File: config.mk
export PLATFORM = sky130hd
export DESIGN_NAME = hazard_ctrl
export DESIGN_NICKNAME = d
export VERILOG_FILES = /design/src/rtl/multicore_pkg.sv /design/src/rtl/hz_fwd_sel.sv /design/src/rtl/hazard_ctrl.sv
export SDC_FILE = /design/constraint.sdc
export NUM_CORES = 1
export LEC_CHECK = 0
export CELL_PAD_IN_SITES_DETAIL_PLACEMENT = 1
export CELL_PAD_IN_SITES_GLOBAL_PLACEMENT = 2
export CORE_ASPECT_RATIO = 0.7
export CORE_MARGIN = 2
export CORE_UTILIZATION = 35
export DETAILED_ROUTE_END_ITERATION = 16
export DONT_BUFFER_PORTS = 1
export PLACE_DENSITY = 0.79
export SYNTH_ARGS = -nofsm -noshare
export SYNTH_HDL_FRONTEND = slang
export SYNTH_SLANG_ARGS = --single-unit
File: constraint.sdc
create_clock -name i_clk -period 6 [get_ports i_clk]
set_input_delay 0.3 -clock i_clk [delete_from_list [all_inputs] [get_ports i_clk]]
set_output_delay 0.3 -clock i_clk [all_outputs]
set_load 0.005 [all_outputs]
File: src/rtl/multicore_pkg.sv
// Shared types for the multicore pipeline: hazard-controller FSM states and
// forward-select encodings used by hazard_ctrl and hz_fwd_sel.
package multicore_pkg;

    typedef enum logic [1:0] {
        RUN      = 2'd0,
        LD_STALL = 2'd1,
        MEM_WAIT = 2'd2,
        FLUSH    = 2'd3
    } hz_state_e;

    localparam logic [1:0] FWD_NONE = 2'b00;
    localparam logic [1:0] FWD_MA   = 2'b01;
    localparam logic [1:0] FWD_WB   = 2'b10;

endpackage

File: src/rtl/hz_fwd_sel.sv
// Forward-select priority for one source port: MA result wins over WB, and
// x0 never forwards because it is hard-wired to zero in the register file.
module hz_fwd_sel
    import multicore_pkg::*;
#(
    parameter int RW = 5
) (
    input  logic [RW-1:0] i_rs,
    input  logic          i_ma_regwrite,
    input  logic [RW-1:0] i_ma_rdest,
    input  logic          i_wb_regwrite,
    input  logic [RW-1:0] i_wb_rdest,
    output logic [1:0]    o_sel
);

    always_comb begin
        o_sel = FWD_NONE;
        if (i_rs != '0) begin
            if (i_ma_regwrite && (i_ma_rdest == i_rs)) begin
                o_sel = FWD_MA;
            end else if (i_wb_regwrite && (i_wb_rdest == i_rs)) begin
                o_sel = FWD_WB;
            end
        end
    end

endmodule

File: src/rtl/hazard_ctrl.sv
// Hazard controller for the IF/ID/EX/MA/WB pipeline: stage enables, flushes,
// forward selects, fetch redirect, memory-stall watchdog and perf counters.
module hazard_ctrl
    import multicore_pkg::*;
#(
    parameter int   NUM_REGS      = 32,
    parameter int   NUM_SRC       = 2,
    parameter int   FLUSH_SHADOW  = 0,
    parameter int   STALL_TIMEOUT = 1024,
    parameter int   CNT_W         = 32,
    localparam int  RW            = $clog2(NUM_REGS)
) (
    input  logic                    i_clk,
    input  logic                    i_rst,
    input  logic                    i_fetch_instr_valid,
    input  logic                    i_decode_br_valid,
    input  logic [31:0]             i_decode_br_addr,
    input  logic [31:0]             i_decode_pc,
    input  logic [NUM_SRC*RW-1:0]   i_decode_rs,
    input  logic [NUM_SRC-1:0]      i_decode_rs_used,
    input  logic                    i_execute_br_valid,
    input  logic [31:0]             i_execute_br_addr,
    input  logic [NUM_SRC*RW-1:0]   i_exe_rs,
    input  logic                    i_exe_memread,
    input  logic [RW-1:0]           i_exe_rdest,
    input  logic                    i_ma_cache_ready,
    input  logic                    i_ma_memaccess,
    input  logic                    i_ma_regwrite,
    input  logic [RW-1:0]           i_ma_rdest,
    input  logic                    i_wb_regwrite,
    input  logic [RW-1:0]           i_wb_rdest,
    output logic                    o_br_valid,
    output logic [31:0]             o_br_addr,
    output logic                    o_fetch_en,
    output logic                    o_decode_en,
    output logic                    o_exe_en,
    output logic                    o_ma_en,
    output logic                    o_decode_flush,
    output logic                    o_exe_flush,
    output logic [NUM_SRC*2-1:0]    o_decode_fwd,
    output logic [NUM_SRC*2-1:0]    o_exe_fwd,
    output logic                    o_stall_timeout,
    output logic [1:0]              o_state,
    output logic [CNT_W-1:0]        o_cnt_ld_stall,
    output logic [CNT_W-1:0]        o_cnt_mem_stall,
    output logic [CNT_W-1:0]        o_cnt_flush
);

    localparam int             WD_W   = $clog2(STALL_TIMEOUT);
    localparam logic [WD_W-1:0] WD_MAX = WD_W'(STALL_TIMEOUT - 1);
    localparam logic [2:0]     SHADOW_LOAD = 3'(FLUSH_SHADOW);

    hz_state_e         state_q, state_d;
    logic [2:0]        shadow_q, shadow_d;
    logic [WD_W-1:0]   wd_q, wd_d;
    logic              timeout_q, timeout_d;
    logic [CNT_W-1:0]  cnt_ld_q, cnt_ld_d;
    logic [CNT_W-1:0]  cnt_mem_q, cnt_mem_d;
    logic [CNT_W-1:0]  cnt_flush_q, cnt_flush_d;

    logic mstall, mispred, ldu, mis_act, ld_stall, front_en;

    // Hazard classification; mstall dominates, a mispredict dominates ldu.
    always_comb begin
        mstall  = i_ma_memaccess & ~i_ma_cache_ready;
        mispred = i_execute_br_valid & (i_decode_pc != i_execute_br_addr);
        ldu     = 1'b0;
        for (int p = 0; p < NUM_SRC; p++) begin
            if (i_decode_rs_used[p] && (i_decode_rs[p*RW +: RW] == i_exe_rdest)) begin
                ldu = 1'b1;
            end
        end
        ldu      = ldu & i_exe_memread & (i_exe_rdest != '0);
        mis_act  = mispred & ~mstall;
        ld_stall = ldu & ~mispred & ~mstall;
        front_en = ~mstall & ~ld_stall;
    end

    assign o_fetch_en     = front_en;
    assign o_decode_en    = front_en;
    assign o_exe_en       = ~mstall;
    assign o_ma_en        = ~mstall;
    assign o_exe_flush    = mis_act | ld_stall;
    assign o_br_valid     = (i_execute_br_valid | i_decode_br_valid) & front_en;
    assign o_br_addr      = i_execute_br_valid ? i_execute_br_addr : i_decode_br_addr;
    assign o_decode_flush = ~mstall & (~i_fetch_instr_valid | o_br_valid | (shadow_q != '0));

    for (genvar p = 0; p < NUM_SRC; p++) begin : g_fwd
        hz_fwd_sel #(.RW(RW)) u_dec_sel (
            .i_rs          (i_decode_rs[p*RW +: RW]),
            .i_ma_regwrite (i_ma_regwrite),
            .i_ma_rdest    (i_ma_rdest),
            .i_wb_regwrite (i_wb_regwrite),
            .i_wb_rdest    (i_wb_rdest),
            .o_sel         (o_decode_fwd[p*2 +: 2])
        );
        hz_fwd_sel #(.RW(RW)) u_exe_sel (
            .i_rs          (i_exe_rs[p*RW +: RW]),
            .i_ma_regwrite (i_ma_regwrite),
            .i_ma_rdest    (i_ma_rdest),
            .i_wb_regwrite (i_wb_regwrite),
            .i_wb_rdest    (i_wb_rdest),
            .o_sel         (o_exe_fwd[p*2 +: 2])
        );
    end

    always_comb begin
        shadow_d = shadow_q;
        if (mis_act) begin
            shadow_d = SHADOW_LOAD;
        end else if (front_en && (shadow_q != '0)) begin
            shadow_d = shadow_q - 3'd1;
        end

        if (mstall) begin
            state_d = MEM_WAIT;
        end else if (mispred || (shadow_q != '0)) begin
            state_d = FLUSH;
        end else if (ldu) begin
            state_d = LD_STALL;
        end else begin
            state_d = RUN;
        end

        wd_d = '0;
        if (mstall) begin
            wd_d = (wd_q == WD_MAX) ? wd_q : wd_q + WD_W'(1);
        end
        timeout_d = timeout_q | (mstall & (wd_q == WD_MAX));

        cnt_ld_d    = (ld_stall && (cnt_ld_q != '1))    ? cnt_ld_q + CNT_W'(1)    : cnt_ld_q;
        cnt_mem_d   = (mstall && (cnt_mem_q != '1))     ? cnt_mem_q + CNT_W'(1)   : cnt_mem_q;
        cnt_flush_d = (mis_act && (cnt_flush_q != '1))  ? cnt_flush_q + CNT_W'(1) : cnt_flush_q;
    end

    always_ff @(posedge i_clk or posedge i_rst) begin
        if (i_rst) begin
            state_q     <= RUN;
            shadow_q    <= '0;
            wd_q        <= '0;
            timeout_q   <= 1'b0;
            cnt_ld_q    <= '0;
            cnt_mem_q   <= '0;
            cnt_flush_q <= '0;
        end else begin
            state_q     <= state_d;
            shadow_q    <= shadow_d;
            wd_q        <= wd_d;
            timeout_q   <= timeout_d;
            cnt_ld_q    <= cnt_ld_d;
            cnt_mem_q   <= cnt_mem_d;
            cnt_flush_q <= cnt_flush_d;
        end
    end

    assign o_state         = state_q;
    assign o_stall_timeout = timeout_q;
    assign o_cnt_ld_stall  = cnt_ld_q;
    assign o_cnt_mem_stall = cnt_mem_q;
    assign o_cnt_flush     = cnt_flush_q;

endmodule
### Word-level counts from Yosys, hierarchy flattened

Cells that the tools add are included.

| storage, ports and cells | value |
|---|---|
| register bits after elaboration | 112 |
| bits of input ports | 143 |
| output and inout bits | 146 |
| word-level logic and storage cells | 93 |

| cells by class | value |
|---|---|
| add/sub/neg operators | 5 |
| equal/unequal tests | 16 |
| multiplexer cells | 22 |
| bitwise logic cells | 21 |
| reduce and logical (&&, ||, !) cells | 22 |

Operator list:

| kind | number |
|---|---|
| adder 32 x 1 -> 32 bit (second input constant) | 3 |
| inequality test 32 bit (second input constant) | 3 |
| == test 5 bit | 10 |
| 2-to-1 mux 32 bit | 1 |
| inequality test 32 bit | 1 |
| 2-to-1 mux 2 bit | 14 |
| nonzero test 5 bit | 5 |
| 2-to-1 mux 10 bit | 2 |
| logical AND 1 bit | 14 |
| bitwise AND 1 bit | 11 |
| adder 10 x 1 -> 10 bit (second input constant) | 1 |
| == test 10 bit (second input constant) | 1 |
| 2-to-1 mux 3 bit | 2 |
| NOT 1 bit | 5 |
| bitwise OR 1 bit | 5 |
| 2-to-1 mux 1 bit | 3 |
| nonzero test 3 bit | 1 |
| subtractor 3 x 1 -> 3 bit (second input constant) | 1 |
| inequality test 2 bit (second input constant) | 1 |
| nonzero test 2 bit | 1 |
| logical OR 1 bit | 1 |

### Depth between registers and ports, before layout

Gate-level depths: netlist of run 1.

| depth | value |
|---|---|
| word-level depth | 14 |
| gate-level depth with buffers | 9 |
| depth with buffers taken out | 7 |

### By module

From an unflattened synthesis of run 1, not the netlist that was laid out.

| unflattened totals | value |
|---|---|
| cells, all modules | 659 |
| area total of the unflattened synthesis | 6711.4 µm² |

By module, submodules not included:

| module | instances | cells each | area an instance (µm²) | sequential area each (µm²) |
|---|---|---|---|---|
| hazard_ctrl | 1 | 587 | 6170.9 | 2802.7 |
| hz_fwd_sel | 4 | 18 | 135.1 | 0.0 |

### Worst setup path after synthesis of run 1

Ideal clock, no wire load.

| path | value |
|---|---|
| kind | reg2reg |
| from | reg cnt_flush_q[0] (netlist: o_cnt_flush[0]) |
| to | reg cnt_flush_q[1] (netlist: o_cnt_flush[1]) |
| library setup time | 128 ps |
| arrival time | 2219 ps |
| data required time | 5872 ps |
| slack | 3654 ps |
| stages on the path, launching flop included | 9 |
| path buffers | 2 |
| clock period less this slack | 2346 ps |
| cell sequence | dfrtp_1 > ha_1 > and2_1 > nand4_2 > or3_1 > buf_2 > o311ai_4 > buf_6 > mux2_1 |

| between the ends | value |
|---|---|
| word-level cells in the longest chain between the ends | 2 |
| elaborated cells on any way between the ends | 3 |
| those cells by class | add/sub (1); eq/ne (1); reduce/logical (1) |

Ends and longest elaborated chain:

| item | RTL line | RTL |
|---|---|---|
| start: declaration | hazard_ctrl.sv:59 | `logic [CNT_W-1:0] cnt_flush_q, cnt_flush_d;` |
| start signal: assignment | hazard_ctrl.sv:152 | `cnt_flush_q <= cnt_flush_d;` |
| branches (longest 2 deep; another with adder 32 x 1 -> 32 bit) | n/a |  |

Several ways; the timed one is not identified.
A chain may end at the register's enable or synchronous reset.

### Worst setup path after layout of run 1

Same ends and word-level chain as after synthesis.

==> summary.txt, run 1 <==
Clock network
  – Clock slew at reported path FFs: 80 ps
  – H-Tree Depth: 3
  – Clk buf depth: 2
  – Clock Latency Late Sink: 360 ps
  – CTS tree: yes
  – CTS resizes: 0
  – Hold buffer count at cts: 1
  – Cts bufs inserted: 9
  – Post-CTS Setup Bufs: 0
  – CTS Sinks: ~110
  – Clock Tree Root: clkbuf_16

STA
  – RSZ-0062 raised after global routing: no
  – Setup Viol. Count Final: 0
  – Relative slew slack: 35.1%
  – Post-layout min period: between 2000 and 3000 ps
  – Final Hold Vio Count: 0
  – Worst-margin pin slew: around 970 ps
  – Final Skew: 11.9 ps
  – Highest Clock Rate: 0.361 GHz
  – Slew Viols, Final: 0
  – Fin crit share: 46.1%
  – Setup_tns: 0 ps
  – Hold Slack: 167 ps

Routing
  – Final wirelength: around 19,000 um
  – WL/cell: about 21 um
  – Drt pass-1 iters: 4
  – Initial DRC count: approximately 220
  – Vias per cell: about 5.5
  – Post-DRT Antenna Nets: 0
  – DR DRC count: 0
  – Vias: 5,102

Power and ir drop
  – Comb power frac: ~14%
  – Peak supply drop: between 0.0001 and 0.00015 V
  – Seq pwr share: about half
  – Pwr Total: ~0.0018 W
  – Power per cell area: 242 nW/um2
  – Sw power: about 0.00053 W
  – P_leak: 3.21 nW
  – Clock Power Share: about a third
  – Sw Share: 30.3%
  – Pint: 0.00123 W

Yosys
  – Syn_nets: 832
  – Yosys cell types: 48
  – Fraction of registers with async set/reset: 100%
  – Netlist Area Pre-Place: around 6700 um2
  – Sequential share of the synthesized area: 41.6%
  – Synth Flop Type: dfrtp_1
  – Post-Syn Area per Cell: 9.87 um2
  – Seq cells post-synth: 112
  – Synth top cells by count: dfrtp_1 (112), xor2_1 (106), xnor2_1 (71)
  – Yosys top cell by area: dfrtp_1
  – Most common cell in the synthesized netlist: dfrtp_1
  – Post-synth top area share: 41.6%
  – Top post-synthesis cells by area: dfrtp_1 (42%), xor2_1 (14%), xnor2_1 (9.2%)
  – Syn Inst Count: 683
  – Synth warn: 0
  – Post-synth EDFFs: 0

Die
  – Core area: 18,900 um2
  – Chip height: between 100 and 150 um
  – # IOs: 289
  – Die Area: 20,400 um2
  – # rows: 42
  – Die width: 170 um
  – Starting Density: between 30% and 40%

Global routing
  – Gr usage total: 18.7%
  – Largest net degree at the start of global routing: 77
  – First-pass GRT wire length: 30,000 um
  – Antenna violations before repair: 1
  – Total grt overflow: 0
  – Vias in the first global route: about 5,500

Layout
  – Area taken by multi-input logic gates: 3750 um2
  – Fin nets: 825
  – Layout cells sized above 1: 9.10%
  – Final instance area: 7250 um2
  – Ant. Diodes: 0
  – Seq. cell area: between 2000 and 3000 um2
  – Layout area overhead: 7.55%
  – Fillcell total: 2,096

Critical path
  – CP max stage cell: or3_1
  – CP delay by family, top: simple AND/OR/NAND/NOR gates
  – Req. time, crit path: 6240 ps
  – Crit path buffers/inverters: 1
  – FF-to-FF End: o_cnt_flush[1]$_DFFE_PP0P_
  – Crit-path max FO: 32
  – CP endpoint kind: register
  – Worst Path Arrival: 3010 ps
  – Worst r2r src: o_cnt_flush[0]$_DFFE_PP0P_
  – Slowest Stage Delay on Critical Path: 520 ps
  – Critical path cell sequence: ha_1, and2_1, nand4_2, or3_1, o311ai_4, buf_4, mux2_1
  – Reg2Reg Setup Slack: 3230 ps
  – Startpoint type of the worst setup path: register
  – Reg2Reg Depth: 7
  – Crit Path Class: register to register

Worst hold path
  – Hold crit path type: primary input to register
  – Sink of the worst hold path: o_state[1]$_DFF_PP0_
  – Worst Hold Depth: 2
  – HP Start: i_execute_br_valid

Placement
  – Detail Placement HPWL: 15,100 um
  – Post-DP Area: 6950 um2
  – I/O Buffers: 0
  – RD Place Congestion: about 0.96

Job
  – Max Cap Violations: 0

Status
  – Status: complete, no violations
-- how the worst max path moves through the flow --
stage | startpoint | end | slack [ps] | cells past startpoint
detailed placement | i_decode_pc[25] | o_cnt_ld_stall[17]$_DFFE_PP0P_ | 3080 | 7
floorplan | i_rst | o_cnt_flush[0]$_DFFE_PP0P_ | 2740 | 1
CTS | o_cnt_flush[0]$_DFFE_PP0P_ | o_cnt_flush[1]$_DFFE_PP0P_ | 3240 | 7
global route | o_cnt_flush[0]$_DFFE_PP0P_ | o_cnt_flush[1]$_DFFE_PP0P_ | 3080 | 7
finish | o_cnt_flush[0]$_DFFE_PP0P_ | o_cnt_flush[1]$_DFFE_PP0P_ | 3230 | 7
global placement | i_decode_pc[25] | o_cnt_ld_stall[17]$_DFFE_PP0P_ | 3150 | 7
-- power by group through the flow --
stage / Clock (W) / Combinational, W / Sequential (W)
after global routing: 0.000649 / 0.000283 / 0.000922
after detailed placement: 0 / 0.000253 / 0.000921
after floorplan: 0 / 0.000207 / 0.000889
after CTS: 0.000624 / 0.000254 / 0.000908
after global placement: 0 / 0.000233 / 0.000918
final: 0.000601 / 0.000248 / 0.000909
-- logic make-up after synthesis --
| logic type | synth area share, % |
|---|---|
| flops | 41.6 |
| compound gates | 3.02 |
| mux | 5.99 |
| simple gates | 22.5 |
| buf+inv | 2.82 |
| xor+xnor | 23.0 |
| fa+ha+maj | 1.11 |
-- cell type report --
class                   count  area share, %
clock buffers              10           3.16
multi-input cells         530           51.7
repair buffers              4          0.449
inverters                  19           1.02
flip-flops and latches    112           38.6
clock inverters             6          0.845
well taps                 242           4.17
-- state kept, by name, summed over array words and instances (netlist names) --
register,flops
o_cnt_ld_stall,32
o_state,2
o_stall_timeout,1
o_cnt_mem_stall,32
shadow_q,3
o_cnt_flush,32
wd_q,10
-- layout by cell type (no fill, tap or decap), types with 6 or more instances in the layout --
master     instances
ha_1               6
or4_1              6
xor2_1           106
nand3_1           53
nand2_1           46
nor2_1            47
dfrtp_1          112
nand4_1           21
nor3_1            38
clkbuf_16          9
and4_1            12
inv_1             17
and2_1             6
xnor2_1           71
nor4_1            15
mux2_2            34
and3_1            24
-- worst register-to-register path: stages (launching register included) --
cell and delay, ps:
dfrtp_1 480, ha_1 240, and2_1 180, nand4_2 160, or3_1 520, o311ai_4 330, buf_4 370, mux2_1 370
-- per-stage QoR --
step                      std cells  setup slack (ps)  utilization [%]
after floorplan                 683              2740                -
after global placement          906              3150             36.8
after detailed placement        906              3080             36.8
after CTS                       923              3240             38.3
after global routing            923              3080             38.3
final                           923              3230             38.3
-- per-layer routing --
metal	up-vias	share of wire [%]	track usage, %
met5	-	0.077	0
met4	2	1.3	4.86
met3	21	9.2	7.65
met2	171	46	29.8
met1	2561	44	23.7
li1	2347	-	-
Note: power is estimated with default switching activity, not from simulation.
==> inputs of run 2 (changes only) <==
CORE_UTILIZATION = 34   (was 35)
PLACE_DENSITY = 0.8   (was 0.79)
clock period = 2.25 ns   (was 6 ns; I/O delays follow)
==> summary.txt, run 2 (synthesis results as in run 1) <==
Die
  – Die width: 172 um (was 170 um)
  – Chip height: 122 um (was 120 um)
  – # rows: 43 (was 42)
  – # IOs: 289 (unchanged)
  – Starting Density: 34.3% (was 35.6%)
  – Die Area: 21,000 um2 (was 20,400 um2)
  – Core area: 19,600 um2 (was 18,900 um2)

STA
  – RSZ-0062 raised after global routing: no (unchanged)
  – Setup Viol. Count Final: 0 (unchanged)
  – Setup_tns: 0 ps (unchanged)
  – Fin crit share: 95.9% (was 46.1%)
  – Relative slew slack: 61.7% (was 35.1%)
  – Slew Viols, Final: 0 (unchanged)
  – Highest Clock Rate: 0.464 GHz (was 0.361 GHz)
  – Final Hold Vio Count: 0 (unchanged)
  – Worst-margin pin slew: 573 ps (was 974 ps)
  – Final Skew: 11.6 ps (was 11.9 ps)
  – Post-layout min period: 2160 ps (was 2770 ps)

Critical path
  – Crit path buffers/inverters: 2 (was 1)
  – Slowest Stage Delay on Critical Path: 390 ps (was 520 ps)
  – Crit Path Class: register to register (unchanged)
  – CP endpoint kind: register (unchanged)
  – Worst Path Arrival: 2390 ps (was 3010 ps)
  – Worst r2r src: o_cnt_flush[14]$_DFFE_PP0P_ (was o_cnt_flush[0]$_DFFE_PP0P_)
  – Req. time, crit path: 2480 ps (was 6240 ps)
  – Startpoint type of the worst setup path: register (unchanged)
  – CP max stage cell: or3_4 (was or3_1)
  – Critical path cell sequence: nand3_2, or3_1, or3_4, o311ai_4, buf_12, buf_12, nor3_1, xor2_1 (was ha_1, and2_1, nand4_2, or3_1, o311ai_4, buf_4, mux2_1)
  – CP delay by family, top: simple AND/OR/NAND/NOR gates (unchanged)
  – Crit-path max FO: 12 (was 32)
  – Cell mode on critical path: buf_12
  – Crit. Startpoint: o_cnt_flush[14]$_DFFE_PP0P_ (was o_cnt_flush[0]$_DFFE_PP0P_)

Clock network
  – Clock Tree Root: clkbuf_16 (unchanged)
  – CTS Sinks: 112 (unchanged)
  – CTS tree: yes (unchanged)
  – H-Tree Depth: 3 (unchanged)
  – Clk buf depth: 2 (unchanged)
  – Cts bufs inserted: 9 (unchanged)
  – Clock Latency Late Sink: 360 ps (about the same)
  – Clock slew at reported path FFs: 90 ps (was 80 ps)

Placement
  – Post-DP Area: 7540 um2 (was 6950 um2)
  – Detail Placement HPWL: 16,900 um (was 15,100 um)
  – I/O Buffers: 0 (unchanged)
  – RD Place Congestion: 0.952 (was 0.956)

Layout
  – Layout area overhead: 17.6% (was 7.55%)
  – Final instance area: 7930 um2 (was 7250 um2)
  – Layout cells sized above 1: 19.6% (was 9.10%)
  – Fin nets: 895 (was 825)
  – Most common cell after layout, fill and taps aside: dfrtp_1 (unchanged)
  – Most frequent cells in the layout: dfrtp_1 (111), xor2_1 (106), xnor2_1 (71), buf_4 (69), nand3_1 (52) (was dfrtp_1 (112), xor2_1 (106), xnor2_1 (71), nand3_1 (53), nor2_1 (47))

Power and ir drop
  – P_leak: 3.59 nW (was 3.21 nW)
  – Power per cell area: 626 nW/um2 (was 242 nW/um2)
  – Peak supply drop: 0.000339 V (was 0.000120 V)

Global routing
  – Largest net degree at the start of global routing: 45 (was 77)
  – Total grt overflow: 0 (unchanged)
  – Antenna violations before repair: 1 (unchanged)
  – First-pass GRT wire length: 32,600 um (was 30,000 um)
  – Vias in the first global route: 5,813 (was 5,525)
  – Gr usage total: 20.3% (was 18.7%)

Routing
  – Vias: 5,362 (was 5,102)
  – Initial DRC count: 238 (was 224)
  – WL/cell: 20.6 um (was 21.0 um)
  – Post-DRT Antenna Nets: 0 (unchanged)
  – Drt pass-1 iters: 4 (unchanged)
  – Vias per cell: 5.25 (was 5.53)
  – DR DRC count: 0 (unchanged)
  – Final wirelength: 21,000 um (was 19,400 um)

Worst hold path
  – HP Start: i_execute_br_valid (unchanged)
  – Hold crit path type: primary input to register (unchanged)

Status
  – Status: complete, no violations (unchanged)

Job
  – Max Cap Violations: 0 (unchanged)
## run 2: worst paths after layout
kind / end / slack [ps] / cells past startpoint
min: o_state[1]$_DFF_PP0_ / 80 / 3
min reg2reg: shadow_q[0]$_DFFE_PP0P_ / 510 / 1
max: o_cnt_flush[29]$_DFFE_PP0P_ / 90 / 8
min in group asynchronous: o_cnt_flush[26]$_DFFE_PP0P_ / 310 / 2
max in group asynchronous: o_cnt_flush[7]$_DFFE_PP0P_ / 1190 / 3
max reg2reg: o_cnt_flush[29]$_DFFE_PP0P_ / 90 / 8
## run 2: cell type report
type / count / area [um2]
clock inverters: 7 / 76.3
flip-flops and latches: 112 / 2800
well taps: 270 / 338
multi-input cells: 530 / 3800
diodes: 1 / 2.50
repair buffers: 74 / 608
clock buffers: 9 / 225
inverters: 19 / 75.1
fillers: 2239 / 11700
## run 2: repair_timing
item                                   CTS  global route
pin swaps                                1             1
resized for setup                        0            14
endpoints found under the hold margin   20             0
setup endpoints to repair               26            44
buffers inserted                         2             0
hold buffers                             1             0
## run 2: worst register-to-register path, stage by stage, from the launching register on
cell and delay [ps]:
dfrtp_1 370, nand3_2 100, or3_1 340, or3_4 400, o311ai_4 300, buf_12 170
buf_12 130, nor3_1 70, xor2_1 150
## run 2: report_power, final
part           internal, W  switching (W)  total, W
combinational     0.000486       0.000561   0.00105
clock             0.000790       0.000844   0.00163
sequential         0.00217       0.000112   0.00228
## run 2: through the flow
stage	cells	worst slack (ps)	util, %	total power, W	hold slack (ps)
after global routing	1021	2.13	40.4	0.00527	67.9
after global placement	1002	-29.3	38.4	0.00330	63.7
after CTS	1021	40.0	40.1	0.00506	51.2
final	1022	93.1	40.4	0.00496	77.7
after detailed placement	1002	-119	38.4	0.00337	73.7
after floorplan	683	-29.0	-	0.00293	300
## run 2: per-layer routing
layer  track usage [%]  share of wire, %  vias to the layer above
li1                  -                 -                     2492
met1              25.6                42                     2674
met2              31.9                47                      175
met3              9.13               9.9                       19
met4              4.78               1.3                        2
met5                 0             0.062                        -
==> inputs of run 3 (changes only) <==
CELL_PAD_IN_SITES_DETAIL_PLACEMENT = not set   (was 1)
CELL_PAD_IN_SITES_GLOBAL_PLACEMENT = not set   (was 2)
CORE_UTILIZATION = 35   (was 34)
PLACE_DENSITY = 0.54   (was 0.8)
==> summary.txt, run 3 (synthesis results as in run 1) <==
Status
  – Status: complete, no violations (unchanged)

Clock network
  – Cts bufs inserted: 9 (unchanged)
  – Clock slew at reported path FFs: 80 ps (was 90 ps)
  – Clock Tree Root: clkbuf_16 (unchanged)
  – H-Tree Depth: 3 (unchanged)
  – CTS Sinks: 112 (unchanged)
  – CTS tree: yes (unchanged)
  – Clk buf depth: 2 (unchanged)
  – Clock Latency Late Sink: 360 ps (about the same)

Die
  – Core area: 18,900 um2 (was 19,600 um2)
  – Die Area: 20,400 um2 (was 21,000 um2)
  – # rows: 42 (was 43)
  – # IOs: 289 (unchanged)
  – Die width: 170 um (was 172 um)
  – Starting Density: 35.6% (was 34.3%)
  – Chip height: 120 um (was 122 um)

Worst hold path
  – Worst Hold Depth: 3 (unchanged)
  – Hold crit path type: primary input to register (unchanged)
  – HP Start: i_execute_br_valid (unchanged)
  – Sink of the worst hold path: o_state[1]$_DFF_PP0_ (unchanged)

Routing
  – DR DRC count: 0 (unchanged)
  – Vias per cell: 5.39 (was 5.25)
  – WL/cell: 19.2 um (was 20.6 um)
  – Final wirelength: 18,800 um (was 21,000 um)
  – Initial DRC count: 339 (was 238)
  – Drt pass-1 iters: 4 (unchanged)
  – Post-DRT Antenna Nets: 0 (unchanged)
  – Vias: 5,282 (was 5,362)

STA
  – Setup_tns: 0 ps (unchanged)
  – Worst-margin pin slew: 606 ps (was 573 ps)
  – Final Hold Vio Count: 0 (unchanged)
  – Setup Viol. Count Final: 0 (unchanged)
  – Final Skew: 12.0 ps (was 11.6 ps)
  – Highest Clock Rate: 0.460 GHz (was 0.464 GHz)
  – Relative slew slack: 59.6% (was 61.7%)
  – Worst Slack Setup Final: 74.1 ps (was 93.1 ps)
  – Slew Viols, Final: 0 (unchanged)
  – Fin crit share: 96.7% (was 95.9%)
  – RSZ-0062 raised after global routing: yes (was no)
  – Post-layout min period: 2180 ps (was 2160 ps)

Critical path
  – Reg2Reg Depth: 8 (unchanged)
  – CP max stage cell: or3_4 (unchanged)
  – CP delay by family, top: simple AND/OR/NAND/NOR gates (unchanged)
  – Req. time, crit path: 2490 ps (was 2480 ps)
  – Worst r2r src: o_cnt_flush[15]$_DFFE_PP0P_ (was o_cnt_flush[14]$_DFFE_PP0P_)
  – Worst Path Arrival: 2420 ps (was 2390 ps)
  – CP endpoint kind: register (unchanged)
  – Crit Path Class: register to register (unchanged)
  – FF-to-FF End: o_cnt_flush[7]$_DFFE_PP0P_ (was o_cnt_flush[29]$_DFFE_PP0P_)
  – Cell mode on critical path: or3_4 (was buf_12)
  – Crit-path max FO: 16 (was 12)
  – Critical path cell sequence: nand3_2, or3_4, or3_4, o311ai_4, buf_6, clkbuf_16, nor3_1, xor2_1 (was nand3_2, or3_1, or3_4, o311ai_4, buf_12, buf_12, nor3_1, xor2_1)
  – Reg2Reg Setup Slack: 70 ps (was 90 ps)
  – Crit path buffers/inverters: 2 (unchanged)
  – Startpoint type of the worst setup path: register (unchanged)
  – Slowest Stage Delay on Critical Path: 400 ps (was 390 ps)

Power and ir drop
  – P_leak: 3.52 nW (was 3.59 nW)
  – Peak supply drop: 0.000363 V (was 0.000339 V)
  – Power per cell area: 628 nW/um2 (was 626 nW/um2)
  – Pwr Total: 0.00488 W (was 0.00496 W)

Global routing
  – Largest net degree at the start of global routing: 113 (was 45)
  – Vias in the first global route: 5,440 (was 5,813)
  – Gr usage total: 18.2% (was 20.3%)
  – First-pass GRT wire length: 29,200 um (was 32,600 um)
  – Antenna violations before repair: 1 (unchanged)
  – Total grt overflow: 0 (unchanged)

Layout
  – Ant. Diodes: 0 (was 1)
  – Layout area overhead: 15.3% (was 17.6%)
  – Fin nets: 882 (was 895)
  – Final design utilization: 41.1% (was 40.4%)
  – Most common cell after layout, fill and taps aside: dfrtp_1 (unchanged)
  – Final instance area: 7780 um2 (was 7930 um2)
  – Layout cells sized above 1: 17.5% (was 19.6%)
  – Most frequent cells in the layout: dfrtp_1 (111), xor2_1 (106), xnor2_1 (71), buf_4 (55), nand3_1 (52) (was dfrtp_1 (111), xor2_1 (106), xnor2_1 (71), buf_4 (69), nand3_1 (52))

Placement
  – Place WS: 44.5 ps (was -119 ps)
  – Post-DP Area: 7390 um2 (was 7540 um2)
  – I/O Buffers: 0 (unchanged)
  – Detail Placement HPWL: 14,800 um (was 16,900 um)
  – RD Place Congestion: 0.945 (was 0.952)

Job
  – Max Cap Violations: 0 (unchanged)
run 3: cell count changes in the layout (fill, tap and decap cells not counted), sizes merged:
| cell | before | now |
|---|---|---|
| buf | 73 | 58 |
| inv | 20 | 21 |
| clkbuf | 9 | 12 |
| clkinv | 4 | 3 |
| diode | 1 | 0 |
| clkinvlp | 2 | 1 |
run 3: layout make-up:
class                   instances  area [um2]
inverters                      19        75.1
clock inverters                 6        60.1
clock buffers                  10         229
fillers                      1822       11100
well taps                     242         303
multi-input cells             530        3780
repair buffers                 61         524
flip-flops and latches        112        2800
run 3: power by group:
| part | internal (W) | switching, W | leakage, nW |
|---|---|---|---|
| clock network | 0.000785 | 0.000807 | 0.143 |
| registers | 0.00217 | 0.000113 | 1.47 |
| logic | 0.000474 | 0.000533 | 1.91 |
| total | 0.00343 | 0.00145 | 3.52 |
run 3: stage by stage:
step	hold WS (ps)	std cells
2_1_floorplan	300	683
3_3_place_gp	209	960
3_5_place_dp	218	960
4_1_cts	47.8	977
5_1_grt	55.9	980
6_report	60.8	980
run 3: what timing repair did:
| item | CTS | global route |
|---|---|---|
| hold buffers | 1 | 0 |
| gates resized for setup | 0 | 9 |
| endpoints found under the hold margin | 112 | 0 |
| buffers inserted | 0 | 1 |
| setup endpoints to repair | 0 | 14 |
run 3: worst min-delay path: cells and delay by family:
| kind | cells | cell delay (ps) |
|---|---|---|
| AOI/OAI and AO/OA | 1 | 30 |
| and+or+nand+nor | 1 | 90 |
| buffers and inverters | 1 | 130 |
run 3: worst max path at each step:
stage | to | slack [ps] | cells after the start | start
final | o_cnt_flush[7]$_DFFE_PP0P_ | 70 | 8 | o_cnt_flush[15]$_DFFE_PP0P_
after global routing | o_cnt_flush[7]$_DFFE_PP0P_ | -9 | 9 | o_cnt_flush[1]$_DFFE_PP0P_
after CTS | o_cnt_flush[1]$_DFFE_PP0P_ | 30 | 6 | o_cnt_flush[15]$_DFFE_PP0P_
after detailed placement | o_cnt_flush[1]$_DFFE_PP0P_ | 40 | 6 | o_cnt_flush[15]$_DFFE_PP0P_
after global placement | o_cnt_flush[1]$_DFFE_PP0P_ | 70 | 6 | o_cnt_flush[14]$_DFFE_PP0P_
after floorplan | o_cnt_flush[1]$_DFFE_PP0P_ | -30 | 8 | o_cnt_flush[0]$_DFFE_PP0P_
run 3: metal layers:
| layer | share of wire (%) | vias up | routed length (um) | global-route usage (%) |
|---|---|---|---|---|
| met1 | 45 | 2590 | 8380 | 23.7 |
| met5 | 0.069 | - | 13 | 0 |
| met4 | 1.2 | 2 | 230 | 4.91 |
| met2 | 45 | 194 | 8470 | 28.2 |
| li1 | - | 2475 | - | - |
| met3 | 8.9 | 21 | 1670 | 7.29 |
